--- config.mk ---
export PLATFORM = sky130hd
export DESIGN_NAME = rf_wb_arbiter_flat
export DESIGN_NICKNAME = d
export VERILOG_FILES = /design/src/rtl/rf_wb_arbiter_pkg.sv /design/src/rtl/rf_wb_arbiter_if.sv /design/src/rtl/rf_wb_arbiter_fifo.sv /design/src/rtl/rf_wb_arbiter.sv /design/src/flat_wrapper.sv
export SDC_FILE = /design/constraint.sdc
export NUM_CORES = 1
export LEC_CHECK = 0
export ABC_AREA = 0
export CAP_MARGIN = 20
export CORE_MARGIN = 2
export CORE_UTILIZATION = 45
export CTS_BUF_LIST = sky130_fd_sc_hd__clkbuf_4
export CTS_CLUSTER_SIZE = 10
export DETAILED_ROUTE_END_ITERATION = 16
export PLACE_DENSITY = 0.79
export SYNTH_ARGS = -nofsm -noshare
export SYNTH_HDL_FRONTEND = slang
export SYNTH_SLANG_ARGS = --single-unit
--- constraint.sdc ---
create_clock -name CLK -period 3.3 [get_ports CLK]
set_input_delay 0.495 -clock CLK [delete_from_list [all_inputs] [get_ports CLK]]
set_output_delay 0.495 -clock CLK [all_outputs]
set_load 0.02 [all_outputs]
--- src/rtl/rf_wb_arbiter_pkg.sv ---
// Shared types for the register-file writeback arbiter.
package rf_arb_pkg;

    typedef logic [4:0]  regbits_t;
    typedef logic [31:0] word_t;

    typedef struct packed {
        regbits_t wsel;
        word_t    wdat;
    } wb_entry_t;

    localparam regbits_t REG_ZERO = 5'd0;

endpackage

--- src/rtl/rf_wb_arbiter_if.sv ---
// Bus bundle for the register-file writeback arbiter.
// The master modport is the arbiter, which owns the register-file write
// port. The slave modport is the surrounding pipeline, mul/div unit and
// register file.
interface rf_wb_arbiter_if #(
    parameter int DEPTH = 2
);
    import rf_arb_pkg::*;

    localparam int CW = $clog2(DEPTH + 1);

    logic          pipe_wen;
    regbits_t      pipe_wsel;
    word_t         pipe_wdat;
    logic          md_valid;
    regbits_t      md_wsel;
    word_t         md_wdat;
    logic          md_ready;
    regbits_t      rsel1;
    regbits_t      rsel2;
    logic          pend_hit1;
    logic          pend_hit2;
    logic          wb_stall;
    logic          rf_wen;
    regbits_t      rf_wsel;
    word_t         rf_wdat;
    logic [CW-1:0] q_count;

    modport master (
        input  pipe_wen, pipe_wsel, pipe_wdat,
        input  md_valid, md_wsel, md_wdat,
        input  rsel1, rsel2,
        output md_ready, pend_hit1, pend_hit2, wb_stall,
        output rf_wen, rf_wsel, rf_wdat, q_count
    );

    modport slave (
        output pipe_wen, pipe_wsel, pipe_wdat,
        output md_valid, md_wsel, md_wdat,
        output rsel1, rsel2,
        input  md_ready, pend_hit1, pend_hit2, wb_stall,
        input  rf_wen, rf_wsel, rf_wdat, q_count
    );

endinterface

--- src/rtl/rf_wb_arbiter_fifo.sv ---
// wb_fifo: small circular queue of pending mul/div writebacks.
// The pointers are one bit wider than the index, so full and empty can be
// told apart. The destination field of every slot is exposed together with
// a per-slot valid mask. The arbiter uses them to compare decode read
// selects against queued destinations.
module wb_fifo
    import rf_arb_pkg::*;
#(
    parameter int DEPTH = 2
) (
    input  logic                          clk,
    input  logic                          rst_n,
    input  logic                          push,
    input  wb_entry_t                     push_data,
    input  logic                          pop,
    output wb_entry_t                     head,
    output logic                          full,
    output logic                          empty,
    output logic [$clog2(DEPTH+1)-1:0]    count,
    output regbits_t [DEPTH-1:0]          slot_wsel,
    output logic [DEPTH-1:0]              slot_vld
);
    localparam int AW = $clog2(DEPTH);
    localparam int CW = $clog2(DEPTH + 1);

    wb_entry_t [DEPTH-1:0] mem;
    logic [AW:0]           wr_ptr;
    logic [AW:0]           rd_ptr;
    logic [AW-1:0]         off;

    assign count = CW'(wr_ptr - rd_ptr);
    assign empty = (wr_ptr == rd_ptr);
    assign full  = (count == CW'(DEPTH));
    assign head  = mem[rd_ptr[AW-1:0]];

    // Advance the pointers on each accepted push and pop.
    always_ff @(posedge clk or negedge rst_n) begin
        if (!rst_n) begin
            wr_ptr <= '0;
            rd_ptr <= '0;
        end else begin
            if (push) wr_ptr <= wr_ptr + 1'b1;
            if (pop)  rd_ptr <= rd_ptr + 1'b1;
        end
    end

    // Slot storage has no reset. The pointers alone define which slots are live.
    always_ff @(posedge clk) begin
        if (push) mem[wr_ptr[AW-1:0]] <= push_data;
    end

    // A slot is live when its distance from the head is below the occupancy.
    always_comb begin
        slot_vld = '0;
        off      = '0;
        for (int i = 0; i < DEPTH; i++) begin
            off          = AW'(i) - rd_ptr[AW-1:0];
            slot_vld[i]  = ({1'b0, off} < count);
            slot_wsel[i] = mem[i].wsel;
        end
    end

endmodule

--- src/rtl/rf_wb_arbiter.sv ---
// rf_wb_arbiter: owns the single register-file write port. The port is
// shared between pipeline writeback and queued mul/div results. An age
// counter on the queue head forces a one-cycle writeback stall, so queued
// results cannot starve.
// Optional build macro WB_BYPASS_EN lets a mul/div result skip an empty
// queue when the port is otherwise idle.
module rf_wb_arbiter
    import rf_arb_pkg::*;
#(
    parameter int DEPTH        = 2,
    parameter int STARVE_LIMIT = 4
) (
    input logic             CLK,
    input logic             nRST,
    rf_wb_arbiter_if.master bus
);
    localparam int             CW      = $clog2(DEPTH + 1);
    localparam int             AGW     = $clog2(STARVE_LIMIT + 1);
    localparam logic [AGW-1:0] AGE_MAX = AGW'(STARVE_LIMIT);

    wb_entry_t            head;
    wb_entry_t            push_data;
    logic                 push;
    logic                 pop;
    logic                 full;
    logic                 empty;
    logic [CW-1:0]        count;
    regbits_t [DEPTH-1:0] slot_wsel;
    logic [DEPTH-1:0]     slot_vld;
    logic [AGW-1:0]       age;
    logic                 stall;
    logic                 pipe_act;
    logic                 md_act;
    logic                 byp;

    wb_fifo #(.DEPTH(DEPTH)) u_fifo (
        .clk       (CLK),
        .rst_n     (nRST),
        .push      (push),
        .push_data (push_data),
        .pop       (pop),
        .head      (head),
        .full      (full),
        .empty     (empty),
        .count     (count),
        .slot_wsel (slot_wsel),
        .slot_vld  (slot_vld)
    );

    assign push_data    = {bus.md_wsel, bus.md_wdat};
    assign md_act       = bus.md_valid && (bus.md_wsel != REG_ZERO);
    assign pipe_act     = bus.pipe_wen && (bus.pipe_wsel != REG_ZERO);
    assign stall        = !empty && (age == AGE_MAX);
    assign push         = md_act && !full && !byp;
    assign bus.md_ready = !full;
    assign bus.q_count  = count;
    assign bus.wb_stall = stall;

    // Write-port grant: a forced drain wins first, then the pipeline, then the
    // queue head. While reset is held the port stays quiet, whatever inputs
    // are applied.
    always_comb begin
        bus.rf_wen  = 1'b0;
        bus.rf_wsel = REG_ZERO;
        bus.rf_wdat = '0;
        pop         = 1'b0;
        byp         = 1'b0;
        if (nRST) begin
            if (stall) begin
                bus.rf_wen  = 1'b1;
                bus.rf_wsel = head.wsel;
                bus.rf_wdat = head.wdat;
                pop         = 1'b1;
            end else if (pipe_act) begin
                bus.rf_wen  = 1'b1;
                bus.rf_wsel = bus.pipe_wsel;
                bus.rf_wdat = bus.pipe_wdat;
            end else if (!empty) begin
                bus.rf_wen  = 1'b1;
                bus.rf_wsel = head.wsel;
                bus.rf_wdat = head.wdat;
                pop         = 1'b1;
`ifdef WB_BYPASS_EN
            end else if (md_act) begin
                bus.rf_wen  = 1'b1;
                bus.rf_wsel = bus.md_wsel;
                bus.rf_wdat = bus.md_wdat;
                byp         = 1'b1;
`endif
            end
        end
    end

    // Count cycles the head waits. Clear on dequeue or empty, saturate at the limit.
    always_ff @(posedge CLK or negedge nRST) begin
        if (!nRST) begin
            age <= '0;
        end else if (pop || empty) begin
            age <= '0;
        end else if (age != AGE_MAX) begin
            age <= age + 1'b1;
        end
    end

    // Flag decode reads of registers that still have a queued write.
    // Same-register ordering is left to the hazard unit, via these flags.
    always_comb begin
        bus.pend_hit1 = 1'b0;
        bus.pend_hit2 = 1'b0;
        for (int i = 0; i < DEPTH; i++) begin
            if (slot_vld[i] && (slot_wsel[i] == bus.rsel1)) bus.pend_hit1 = 1'b1;
            if (slot_vld[i] && (slot_wsel[i] == bus.rsel2)) bus.pend_hit2 = 1'b1;
        end
        if (bus.rsel1 == REG_ZERO) bus.pend_hit1 = 1'b0;
        if (bus.rsel2 == REG_ZERO) bus.pend_hit2 = 1'b0;
    end

endmodule

--- src/flat_wrapper.sv ---
// flat-port wrapper written by rule: the top's interface ports become plain ports
module rf_wb_arbiter_flat import rf_arb_pkg::*;
#(
    parameter int DEPTH        = 2,
    parameter int STARVE_LIMIT = 4
)
  (CLK, nRST, bus_pipe_wen, bus_pipe_wsel, bus_pipe_wdat, bus_md_valid, bus_md_wsel, bus_md_wdat, bus_rsel1, bus_rsel2, bus_md_ready, bus_pend_hit1, bus_pend_hit2, bus_wb_stall, bus_rf_wen, bus_rf_wsel, bus_rf_wdat, bus_q_count);
  rf_wb_arbiter_if #(.DEPTH(DEPTH)) bus_i ();
  input logic CLK;
  input logic nRST;
  input wire logic [$bits(bus_i.pipe_wen)-1:0] bus_pipe_wen;
  input wire logic [$bits(bus_i.pipe_wsel)-1:0] bus_pipe_wsel;
  input wire logic [$bits(bus_i.pipe_wdat)-1:0] bus_pipe_wdat;
  input wire logic [$bits(bus_i.md_valid)-1:0] bus_md_valid;
  input wire logic [$bits(bus_i.md_wsel)-1:0] bus_md_wsel;
  input wire logic [$bits(bus_i.md_wdat)-1:0] bus_md_wdat;
  input wire logic [$bits(bus_i.rsel1)-1:0] bus_rsel1;
  input wire logic [$bits(bus_i.rsel2)-1:0] bus_rsel2;
  output wire logic [$bits(bus_i.md_ready)-1:0] bus_md_ready;
  output wire logic [$bits(bus_i.pend_hit1)-1:0] bus_pend_hit1;
  output wire logic [$bits(bus_i.pend_hit2)-1:0] bus_pend_hit2;
  output wire logic [$bits(bus_i.wb_stall)-1:0] bus_wb_stall;
  output wire logic [$bits(bus_i.rf_wen)-1:0] bus_rf_wen;
  output wire logic [$bits(bus_i.rf_wsel)-1:0] bus_rf_wsel;
  output wire logic [$bits(bus_i.rf_wdat)-1:0] bus_rf_wdat;
  output wire logic [$bits(bus_i.q_count)-1:0] bus_q_count;
  assign bus_i.pipe_wen = bus_pipe_wen;
  assign bus_i.pipe_wsel = bus_pipe_wsel;
  assign bus_i.pipe_wdat = bus_pipe_wdat;
  assign bus_i.md_valid = bus_md_valid;
  assign bus_i.md_wsel = bus_md_wsel;
  assign bus_i.md_wdat = bus_md_wdat;
  assign bus_i.rsel1 = bus_rsel1;
  assign bus_i.rsel2 = bus_rsel2;
  assign bus_md_ready = bus_i.md_ready;
  assign bus_pend_hit1 = bus_i.pend_hit1;
  assign bus_pend_hit2 = bus_i.pend_hit2;
  assign bus_wb_stall = bus_i.wb_stall;
  assign bus_rf_wen = bus_i.rf_wen;
  assign bus_rf_wsel = bus_i.rf_wsel;
  assign bus_rf_wdat = bus_i.rf_wdat;
  assign bus_q_count = bus_i.q_count;
  rf_wb_arbiter #(.DEPTH(DEPTH), .STARVE_LIMIT(STARVE_LIMIT)) u_core (.CLK(CLK), .nRST(nRST), .bus(bus_i));
endmodule
After elaboration in Yosys (flattened, before gate mapping):

Index checks and enable logic that the tools add are counted.

* input port bits: 88
* word-level logic and storage cells: 71
* flip-flop bits (word level): 81
* output and inout bits: 44

* $add $sub $neg: 6
* multiplexer cells: 28
* reduce and logical (&&, ||, !) cells: 17
* order comparisons: 5
* equal/unequal tests: 8

Operator list (count)
* $mux 32: 4
* $mux 37: 3
* $bwmux 74: 1
* $demux 37 s1: 1
* $eq 5x5->1: 4
* $mux 5: 4
* $mux 1: 13
* $logic_not 5->1: 2
* $reduce_bool 5->1: 2
* $logic_and 1x1->1: 9
* $mux 3: 2
* $add 2x1->2 const B: 2
* $lt 1x2->1: 2
* $lt 1x2->1 const B: 2
* $add 3x1->3 const B: 1
* $eq 3x3->1 const B: 1
* $ne 3x3->1 const B: 1
* $eq 2x2->1: 1
* $eq 2x2->1 const B: 1
* $logic_not 1->1: 2
* $reduce_bool 2->1: 1
* $sub 1x1->1 const A: 2
* $sub 2x2->2: 1
* $ge 1x1->1 const B: 1
* $logic_or 1x1->1: 1

Logic depth before layout (Yosys ltp):

* depth after elaboration: 7
* depth in mapped cells: 9
* depth with buffers taken out: 7

Cells and area by module:

A second synthesis with hierarchy kept.

* cell total of the unflattened synthesis: 255
* area, all modules: 3917.5 um^2

Modules (own cells, without submodules)
* wb_fifo: times used 1, seq. area each 2322.2 um^2, cells each 148, area an instance 2994.1 um^2
* rf_wb_arbiter: times used 1, seq. area each 75.1 um^2, cells each 107, area an instance 923.4 um^2

Worst setup path before layout:

No wires, ideal clock.

* kind: register -> register
* start: reg u_core.u_fifo.wr_ptr[0]
* end: reg u_core.u_fifo.mem[37] (netlist name), enable pin
* slack: 0.664 ns
* clock period less this slack: 2.636 ns
* setup time: 0.399 ns
* data required time: 2.901 ns
* data arrival time: 2.236 ns
* path buffers: 0
* cell stages (with the launch flop): 7
* cell sequence: dfrtp_1 -> inv_1 -> ha_1 -> xor2_1 -> inv_1 -> a21oi_1 -> and2_1

* longest elaborated chain between the ends: 4

Ends and longest elaborated chain
* from (decl): RTL line rf_wb_arbiter_fifo.sv:27 `logic [AW:0] wr_ptr;`
* from (signal assigned): RTL line rf_wb_arbiter_fifo.sv:42 `if (push) wr_ptr <= wr_ptr + 1'b1;`
* $sub 2x2->2: RTL line rf_wb_arbiter_fifo.sv:31 `assign count = CW'(wr_ptr - rd_ptr);`
* net bus_q_count[1]: RTL line flat_wrapper.sv:26 `output wire logic [$bits(bus_i.q_count)-1:0] bus_q_count;`
* $eq 2x2->1: RTL line rf_wb_arbiter_fifo.sv:33 `assign full = (count == CW'(DEPTH));`
* $logic_not 1->1: RTL line rf_wb_arbiter.sv:54 `assign push = md_act && !full && !byp;`
* $logic_and 1x1->1: RTL line rf_wb_arbiter.sv:54
* to (signal, indexed assignment): RTL line rf_wb_arbiter_fifo.sv:49 `if (push) mem[wr_ptr[AW-1:0]] <= push_data;`
* to (decl): RTL line rf_wb_arbiter_fifo.sv:26 `wb_entry_t [DEPTH-1:0] mem;`

The timed path passes the listed nets, and every way through them passes these cells.
A chain may end at the register's enable or synchronous reset.

Worst setup path in the final report:

* start: in bus_pipe_wsel[0]
* end: out bus_rf_wdat[29]

* longest elaborated chain between the ends: 5

Ends and longest elaborated chain
* from (decl): RTL line flat_wrapper.sv:12 `input wire logic [$bits(bus_i.pipe_wsel)-1:0] bus_pipe_wsel;`
* $reduce_bool 5->1: RTL line rf_wb_arbiter.sv:52 `assign pipe_act = bus.pipe_wen && (bus.pipe_wsel != REG_ZERO);`
* $logic_and 1x1->1: RTL line rf_wb_arbiter.sv:52
* $mux 32: RTL line rf_wb_arbiter.sv:74 `end else if (pipe_act) begin`
* $mux 32: RTL line rf_wb_arbiter.sv:69 `if (stall) begin`
* $mux 32: RTL line rf_wb_arbiter.sv:68 `if (nRST) begin`
* to (decl): RTL line flat_wrapper.sv:25 `output wire logic [$bits(bus_i.rf_wdat)-1:0] bus_rf_wdat;`

No other way between the ends.

==> qor.csv <==
stage;metric;value;unit
sta;rsz0062_at_grt;false;
worst_setup_path;cp-startpoint;bus_pipe_wsel[0];
placed_design;gp_congestion;0.728;
global_route;antenna_found_initial;0;
routing;viasPerCell;5.24;
clock_network;clockBufferDepth;2;
routing;avgRoutedWirePerCell;17.1;µm
sta;tns;0;ns
final_layout;num-fill-cells;637;
global_route;grt_max_degree;40;
global_route;grtUsageTotal;19.4;%
clock_network;htree_levels;3;
clock_network;cts_hold_buf;0;
synth;syn_inst;255;
sta;slew_headroom;36.6;%
global_route;first_global_vias;2785;
sta;finalCritPeriodShare;94.4;%
routing;wl_met1;3.49;mm
sta;hold_viol;0;
clock_network;cts_root_buf;clkbuf_4;
worst_setup_path;crit_path_max_fanout;11;
sta;finClkSkew;0.00995;ns
global_route;gr-total-overflow;0;
worst_setup_path;path_cells;clkdlybuf4s50_1, or4_4, o21a_1, and3_1, buf_4, o2bb2ai_1, dlygate4sd2_1;
routing;drt_iter0_markers;156;
clock_network;cts.sinks;81;
sta;period_minus_slack;3.11;ns
worst_setup_path;path_class;input pin to output port;
placed_design;dp_slack;-0.0464;ns
pwr;irDropWorstVdd;0.457;mV
synth;syn_area_per_cell;14.8;µm²
clock_network;numCtsBuffers;9;
global_route;grt_pass1_wl;13.2;mm
routing;drt_wl_total;8.57;mm
sta;postLayoutSetupSlackWorst;0.186;ns
worst_setup_path;cp_slowest_cell;or4_4;
run_status;status;complete, no violations;
synth;yosys_warnings;0;
floorplanning;io_pins;132;
worst_setup_path;crit_path_start_kind;input pin;
sta;setup_violations;0;
floorplanning;die_y;95.7;µm
routing;final_antenna_net_count;0;
routing;dr_wl_met3;483;µm
floorplanning;initial_utilization;46.3;%
clock_network;clk_pin_slew;0.12;ns
final_layout;nets;484;
synth;synth_top_cell_area_share;58.7;%
worst_setup_path;r2r-start;u_core.u_fifo.wr_ptr[0];
worst_setup_path;arrival;2.62;ns
pwr;power_density;764;mW/mm²
worst_setup_path;end_kind;output port;
floorplanning;core_area;0.00818;mm²
synth;ys_seq_elements;81;
flow_run;drv_cap;0;
routing;drtPass1Iterations;4;
clock_network;postCtsSetupBuffers;0;
worst_setup_path;rr_worst_depth;6;
worst_setup_path;rrSetupSlack;0.77;ns
placed_design;dp_hpwl;6.21;mm
routing;drcViolationCount;0;
synth;synth_area_leaders;edfxtp_1, mux2i_1, o2bb2ai_1;
final_layout;num_antenna_cells;0;
worst_setup_path;critPathMaxStageDelay;0.56;ns
routing;met2_length;4.44;mm
routing;via_count;2626;
sta;slew_violations;0;
pwr;p_leak;2.02;nW
synth;synth_largest_area_cell;edfxtp_1;
final_layout;stdcell_count;501;
clock_network;cts_tree;done;
final_layout;drive_gt1_share;8.33;%
floorplanning;core.rowCount;33;
floorplanning;die_x;95.7;µm
worst_setup_path;r2r_end;u_core.u_fifo.mem[58];
placed_design;portBuffers;131;
synth;ys_seq_area_share;63.3;%
synth;syn-cell-area;0.00379;mm²
routing;route.top_layer_used;met4;
worst_setup_path;worstPathRequired;2.80;ns
floorplanning;die_area;0.00916;mm²
min_path;hp-class;input pin to async pin;
clock_network;insertion_delay;0.42;ns
synth;synth_nets;348;
synth;synth_cell_types;32;
worst_setup_path;crit_end;bus_rf_wdat[29];
final_layout;syn2layout_area_growth;39.6;%
final_layout;layout_commonest_cell;clkdlybuf4s50_1;
placed_design;place_inst;485;
sta;fmax;0.321;GHz
final_layout;final_cell_mix;clkdlybuf4s50_1, edfxtp_1, mux2i_1, dlygate4sd2_1, o2bb2ai_1;
sta;tightest_slew;0.951;ns
-- critical path: cells and delay by family --
| kind | cells | cell delay, ns |
|---|---|---|
| and+or+nand+nor | 2 | 0.79 |
| AOI/OAI and AO/OA | 2 | 0.35 |
| buffers and inverters | 3 | 0.99 |
-- synthesized netlist by cell type, drive strengths merged --
cell type / instances
o21ai: 4
clkbuf: 4
and3: 1
nor2b: 1
xnor2: 12
mux2i: 37
dfrtp: 7
o211ai: 1
o211a: 1
nor3: 7
o221ai: 2
nand4: 6
ha: 5
o2bb2ai: 34
o21a: 2
xor2: 15
edfxtp: 74
a21oi: 1
and2: 3
buf: 9
nor2: 7
mux2: 1
or4: 2
a21o: 2
a31oi: 1
nand2: 7
inv: 9
-- layer usage --
metal / GRT usage (%) / vias up
met5: 0 / -
met4: 8.21 / 0
met3: 4.31 / 15
met2: 34.2 / 91
met1: 22.9 / 1255
li1: - / 1265
-- kinds of logic after synthesis --
logic type      synth area share, %
xor+xnor                       6.25
simple gates                   4.63
fa+ha+maj                      1.65
flops                          63.3
compound gates                 10.8
buf+inv                        3.24
mux                            10.1
-- metrics by stage --
stage	hold WS [ns]	power (mW)	cell area, µm²	utilization [%]
3_5_place_dp	0.482	3.67	5210	63.7
6_report	0.314	4.04	5280	64.6
4_1_cts	0.305	4.07	5290	64.6
3_3_place_gp	0.476	3.61	5210	63.7
5_1_grt	0.315	4.30	5280	64.6
2_1_floorplan	0.199	2.86	3790	-
-- what timing repair did --
item                       CTS  global route
setup endpoints to repair   36             9
pin swaps                    0             0
resized for setup           36             6
-- report_power, final --
part,switching (mW),internal (mW)
Sequential,0.129,1.53
Combinational,1.10,0.755
Clock,0.356,0.160
Total,1.59,2.45
-- cell type report --
class	instances	area, µm²	area share (%)
sequential	81	2400	45.4
timing repair buffer	138	1330	25.1
multi-input combinational	152	1270	24.1
tap	105	131	2.49
clock buffer	9	67.6	1.28
clock inverter	7	53.8	1.02
inverter	9	33.8	0.639
-- worst min-delay path by stage --
| stage | start | end | slack, ns | cells past startpoint |
|---|---|---|---|---|
| after detailed placement | u_core.u_fifo.wr_ptr[1] | u_core.u_fifo.wr_ptr[1] | 0.48 | 1 |
| after global routing | nRST | u_core.u_fifo.wr_ptr[0] | 0.32 | 1 |
| after global placement | u_core.u_fifo.wr_ptr[1] | u_core.u_fifo.wr_ptr[1] | 0.48 | 1 |
| after CTS | nRST | u_core.u_fifo.wr_ptr[0] | 0.30 | 1 |
| final | nRST | u_core.u_fifo.wr_ptr[0] | 0.31 | 1 |
| after floorplan | nRST | u_core.age[0] | 0.20 | 0 |
-- state kept, by name, indices dropped and copies added, names as in the netlist --
signal and flops:
u_core.age 3, u_core.u_fifo.mem 64, u_core.u_fifo.rd_ptr 2, u_core.u_fifo.slot_wsel 10
u_core.u_fifo.wr_ptr 2
Power figures use the tool's default switching activity.
==> RTL edit 1, RTL diff (same settings) <==
The option `WB_BYPASS_EN` is turned on by a define.
--- a/src/rtl/rf_wb_arbiter.sv
+++ b/src/rtl/rf_wb_arbiter.sv
@@ -4,6 +4,8 @@
 // results cannot starve.
 // Optional build macro WB_BYPASS_EN lets a mul/div result skip an empty
 // queue when the port is otherwise idle.
+`define WB_BYPASS_EN
+
 module rf_wb_arbiter
     import rf_arb_pkg::*;
 #(
Behaviour: not the same (a bounded check fails within 4 cycles, from zero or initial values and one cycle with nRST low).
==> RTL edit 1 against the unedited design <==
Setup slack got worse by 120 ps; first-iteration DRC count grew 15%; via count is 37% higher; routed wire length up 37%; combinational power rose by 54%; power is 27% higher; critical endpoint is now bus_rf_wdat[30]; utilization about the same; clock skew rose by 0.97 ps; cell area rose by 19%; sequential share of layout area down 7.2 points; largest cell class unchanged; area after synthesis is 19% higher; critical path type unchanged; critical path depth rose by 2; sequential cell count stayed put.
==> RTL edit 1: results <==
group,metric,value,unit
run_status,status,"complete, no violations",
synthesis,syn_nets,440,
drt,drtIter0Drc,180,
synthesis,seq_area_frac_synth,53.39,%
drt,wirelength,11710,um
cells_and_area,nets,588,
pwr,leakage,2.360,nW
drt,drc,0,
pwr,vdd_ir_drop_max,657.2,uV
grt,grt_use_total,21.48,%
cells_and_area,fillCellCount,802,
synthesis,synth_cell_types,38,
grt,grt_pass1_wl,18510,um
drt,drt_pass1_iterations,5,
placement,dp_slack,-113.6,ps
placement,gp_congestion,0.8553,
drt,via_per_inst,5.679,
cells_and_area,instances_no_fill,633,
synthesis,syn_area_per_cell,12.94,um^2
synthesis,netlist_top_cells_area,"edfxtp_1, mux2i_1, o2111a_1",
placement,dp.cells,613,
sta,max_slew.worst_pin.slew,777.4,ps
grt,grt_max_degree,46,
grt,grt_pass1_vias,3602,
sta,clock_skew,10.91,ps
cells_and_area,layout-drive-gt1-share,13.60,%
worst_setup_path,cp.arrival,2740,ps
placement,place_hpwl,8012,um
-- RTL edit 1: timing repair --
item	4_1_cts	5_1_grt
cloned	1	1
setup endpoints to repair	37	9
gates resized for setup	39	2
pin swaps	0	1
buffers inserted	0	1
-- RTL edit 1: cell families (layout without fill, tap and decap cells) --
family | count (synthesis) | after routing | share of synthesized area (%)
mux | 38 | 38 | 8.498
fa+ha+maj | 5 | 5 | 1.393
xor+xnor | 25 | 25 | 4.876
buf+inv | 39 | 192 | 5.015
compound gates | 89 | 89 | 18.78
flops | 81 | 81 | 53.39
simple gates | 70 | 70 | 8.052
-- RTL edit 1: through the flow --
step	instance area, um^2	util [%]	setup TNS (ps)
after floorplan	4499	-	0
after detailed placement	6101	62.71	-3207
final	6287	64.62	0
after CTS	6217	63.90	0
after global placement	6101	62.71	-3097
after global routing	6287	64.62	0
-- RTL edit 1: power breakdown --
part | internal, mW | switching [mW]
Combinational | 1.24 | 1.63
Sequential | 1.54 | 0.142
Clock | 0.230 | 0.348
Total | 3.01 | 2.12
-- RTL edit 1: routing by layer --
layer | share of wire [%] | vias to the layer above | track usage (%) | routed length (um)
li1 | - | 1699 | - | -
met1 | 42 | 1738 | 27.63 | 4868
met2 | 50 | 139 | 36.75 | 5891
met3 | 5.8 | 19 | 3.008 | 682
met4 | 2.2 | 0 | 8.494 | 263
met5 | 0 | - | 0 | 0
-- RTL edit 1: area by class of cell --
| class | count | area [um^2] | share of cell area [%] |
|---|---|---|---|
| Timing Repair Buffer | 168 | 1653 | 26.29 |
| Inverter | 8 | 30.03 | 0.4776 |
| Tap cell | 133 | 166.4 | 2.647 |
| Sequential cell | 81 | 2400 | 38.17 |
| Clock inverter | 7 | 68.82 | 1.095 |
| Clock buffer | 9 | 67.56 | 1.075 |
| Multi-Input combinational cell | 227 | 1902 | 30.25 |
-- RTL edit 1: final timing paths --
check                                                          from                              endpoint  slack [ps]  cells past startpoint
worst max-delay path                               bus_pipe_wsel[0]                       bus_rf_wdat[30]          70                      9
worst min-delay path                                           nRST   u_core.u_fifo.wr_ptr[0]$_DFFE_PN0P_          60                      2
worst max register to register  u_core.u_fifo.rd_ptr[1]$_DFFE_PN0P_  u_core.u_fifo.slot_wsel[9]$_DFFE_PP_         460                      6
worst min register to register  u_core.u_fifo.wr_ptr[1]$_DFFE_PN0P_   u_core.u_fifo.wr_ptr[1]$_DFFE_PN0P_         510                      1
max in group asynchronous                                      nRST             u_core.age[1]$_DFFE_PN0P_        2990                      2
min in group CLK                u_core.u_fifo.wr_ptr[1]$_DFFE_PN0P_   u_core.u_fifo.wr_ptr[1]$_DFFE_PN0P_         510                      1
==> RTL edit 2, RTL diff (same settings) <==
Without the edit above. Reset style: synchronous (`nRST` and `rst_n`), changed in 2 clocked blocks.
--- a/src/rtl/rf_wb_arbiter_fifo.sv
+++ b/src/rtl/rf_wb_arbiter_fifo.sv
@@ -34,7 +34,7 @@
     assign head  = mem[rd_ptr[AW-1:0]];
 
     // Advance the pointers on each accepted push and pop.
-    always_ff @(posedge clk or negedge rst_n) begin
+    always_ff @(posedge clk) begin
         if (!rst_n) begin
             wr_ptr <= '0;
             rd_ptr <= '0;
--- a/src/rtl/rf_wb_arbiter.sv
+++ b/src/rtl/rf_wb_arbiter.sv
@@ -92,7 +92,7 @@
     end
 
     // Count cycles the head waits. Clear on dequeue or empty, saturate at the limit.
-    always_ff @(posedge CLK or negedge nRST) begin
+    always_ff @(posedge CLK) begin
         if (!nRST) begin
             age <= '0;
         end else if (pop || empty) begin
Function: differs if nRST is asserted again (counterexample within 4 cycles, from zero or initial values and one cycle with nRST low); with nRST held inactive, the same outputs for 4 cycles.
==> RTL edit 2 against the unedited design <==
Die area down 1.3%; synthesized cell count is 0.78% lower; utilization increased by 3.0 points; cell area is 4.1% higher; power down 18%; sequential share of layout area down 2.4 points; fmax shrank 2.5%; register-to-register slack worse by 80 ps; clock skew rose by 5.2 ps; area after synthesis shrank 1.4%; largest power group is now registers; first-iteration DRC count shrank 38%; routed wire length increased by 4.5%; highest routed layer unchanged; sequential cell count unchanged; setup slack got worse by 81 ps.
==> RTL edit 2: results <==
group,metric,value,unit
run_status,status,"complete, no violations",
drt,wl_per_cell,17.32,um
synthesis,synth_cell_types,29,
drt,drtIter0Drc,96,
grt,grt_pass1_vias,2796,
cells_and_area,nets,500,
clocking,clockBufferDepth,2,
worst_setup_path,cpMaxStageDelayCell,"or4_1",
worst_setup_path,crit_path_end,"bus_rf_wsel[3]",
drt,ant_nets,0,
drt,wl_met1,3624,um
grt,grt_max_degree,41,
worst_setup_path,cp.arrival,2700,ps
placement,gp_congestion,0.8343,
drt,drt_pass1_iterations,4,
cells_and_area,layout-drive-gt1-share,11.89,%
worst_hold_path,min_path_type,"flip-flop to flip-flop",
synthesis,synth_common_cells,"edfxtp_1, mux2i_1, o2bb2ai_1, xor2_1, xnor2_1",
worst_setup_path,worstPathMaxFanout,9,
placement,place_hpwl,5869,um
synthesis,async_flop_share,0,%
synthesis,syn_nets,346,
clocking,cts_resized,32,
pwr,vdd_ir_drop_max,282.7,uV
grt,grt_pass1_wl,13150,um
clocking,numCtsBuffers,9,
grt,use_met1,22.59,%
sta,clock_skew,15.13,ps
worst_setup_path,ff2ff_path_depth,8,
grt,grtUsageMet3,5.375,%
synthesis,synth-compound-area-share,10.96,%
drt,wl_met3,692,um
grt,grt_use_total,19.83,%
drt,wl_met2,4491,um
synthesis,netlist_top_cells_area,"edfxtp_1, mux2i_1, o2bb2ai_1",
synthesis,yosys.area_share.adder,1.676,%
clocking,post-cts-setup-buffer-count,1,
worst_setup_path,r2r-end,"u_core.u_fifo.mem[54]$_DFFE_PP_",
synthesis,synthMuxAreaShare,10.46,%
worst_setup_path,rrSetupSlack,690,ps
sta,slew_headroom,61.91,%
pwr,leakage,2.082,nW
synthesis,synth-xor-area-share,5.630,%
worst_setup_path,max_stage_delay,520,ps
worst_setup_path,worstReg2RegStart,"u_core.u_fifo.rd_ptr[0]$_SDFFE_PN0P_",
drt,via_count,2714,
synthesis,seq_area_frac_synth,63.27,%
grt,use_met2,34.68,%
RTL edit 2: where the power goes:
group / internal [mW] / switching (mW) / total, mW
Combinational: 0.556 / 0.687 / 1.24
Sequential: 1.33 / 0.0661 / 1.40
Clock: 0.320 / 0.337 / 0.657
Total: 2.21 / 1.09 / 3.30
RTL edit 2: final cells by class:
class	instances	area, um^2
multi-input cells	153	1315
flip-flops and latches	81	2364
well taps	105	131.4
clock inverters	6	91.34
repair buffers	153	1491
inverters	9	33.78
clock buffers	10	75.07
fillers	609	2633
RTL edit 2: metrics by stage:
stage / instances / utilization (%) / area (um^2) / setup WS (ps) / hold slack (ps)
detailed placement: 490 / 64.48 / 5245 / -190.0 / 479.1
finish: 517 / 67.64 / 5502 / 104.6 / 495.7
global placement: 490 / 64.48 / 5245 / -134.0 / 424.9
global route: 517 / 67.64 / 5502 / -4.593 / 520.2
floorplan: 253 / - / 3734 / -129.8 / 417.3
CTS: 509 / 66.48 / 5408 / -135.9 / 496.5
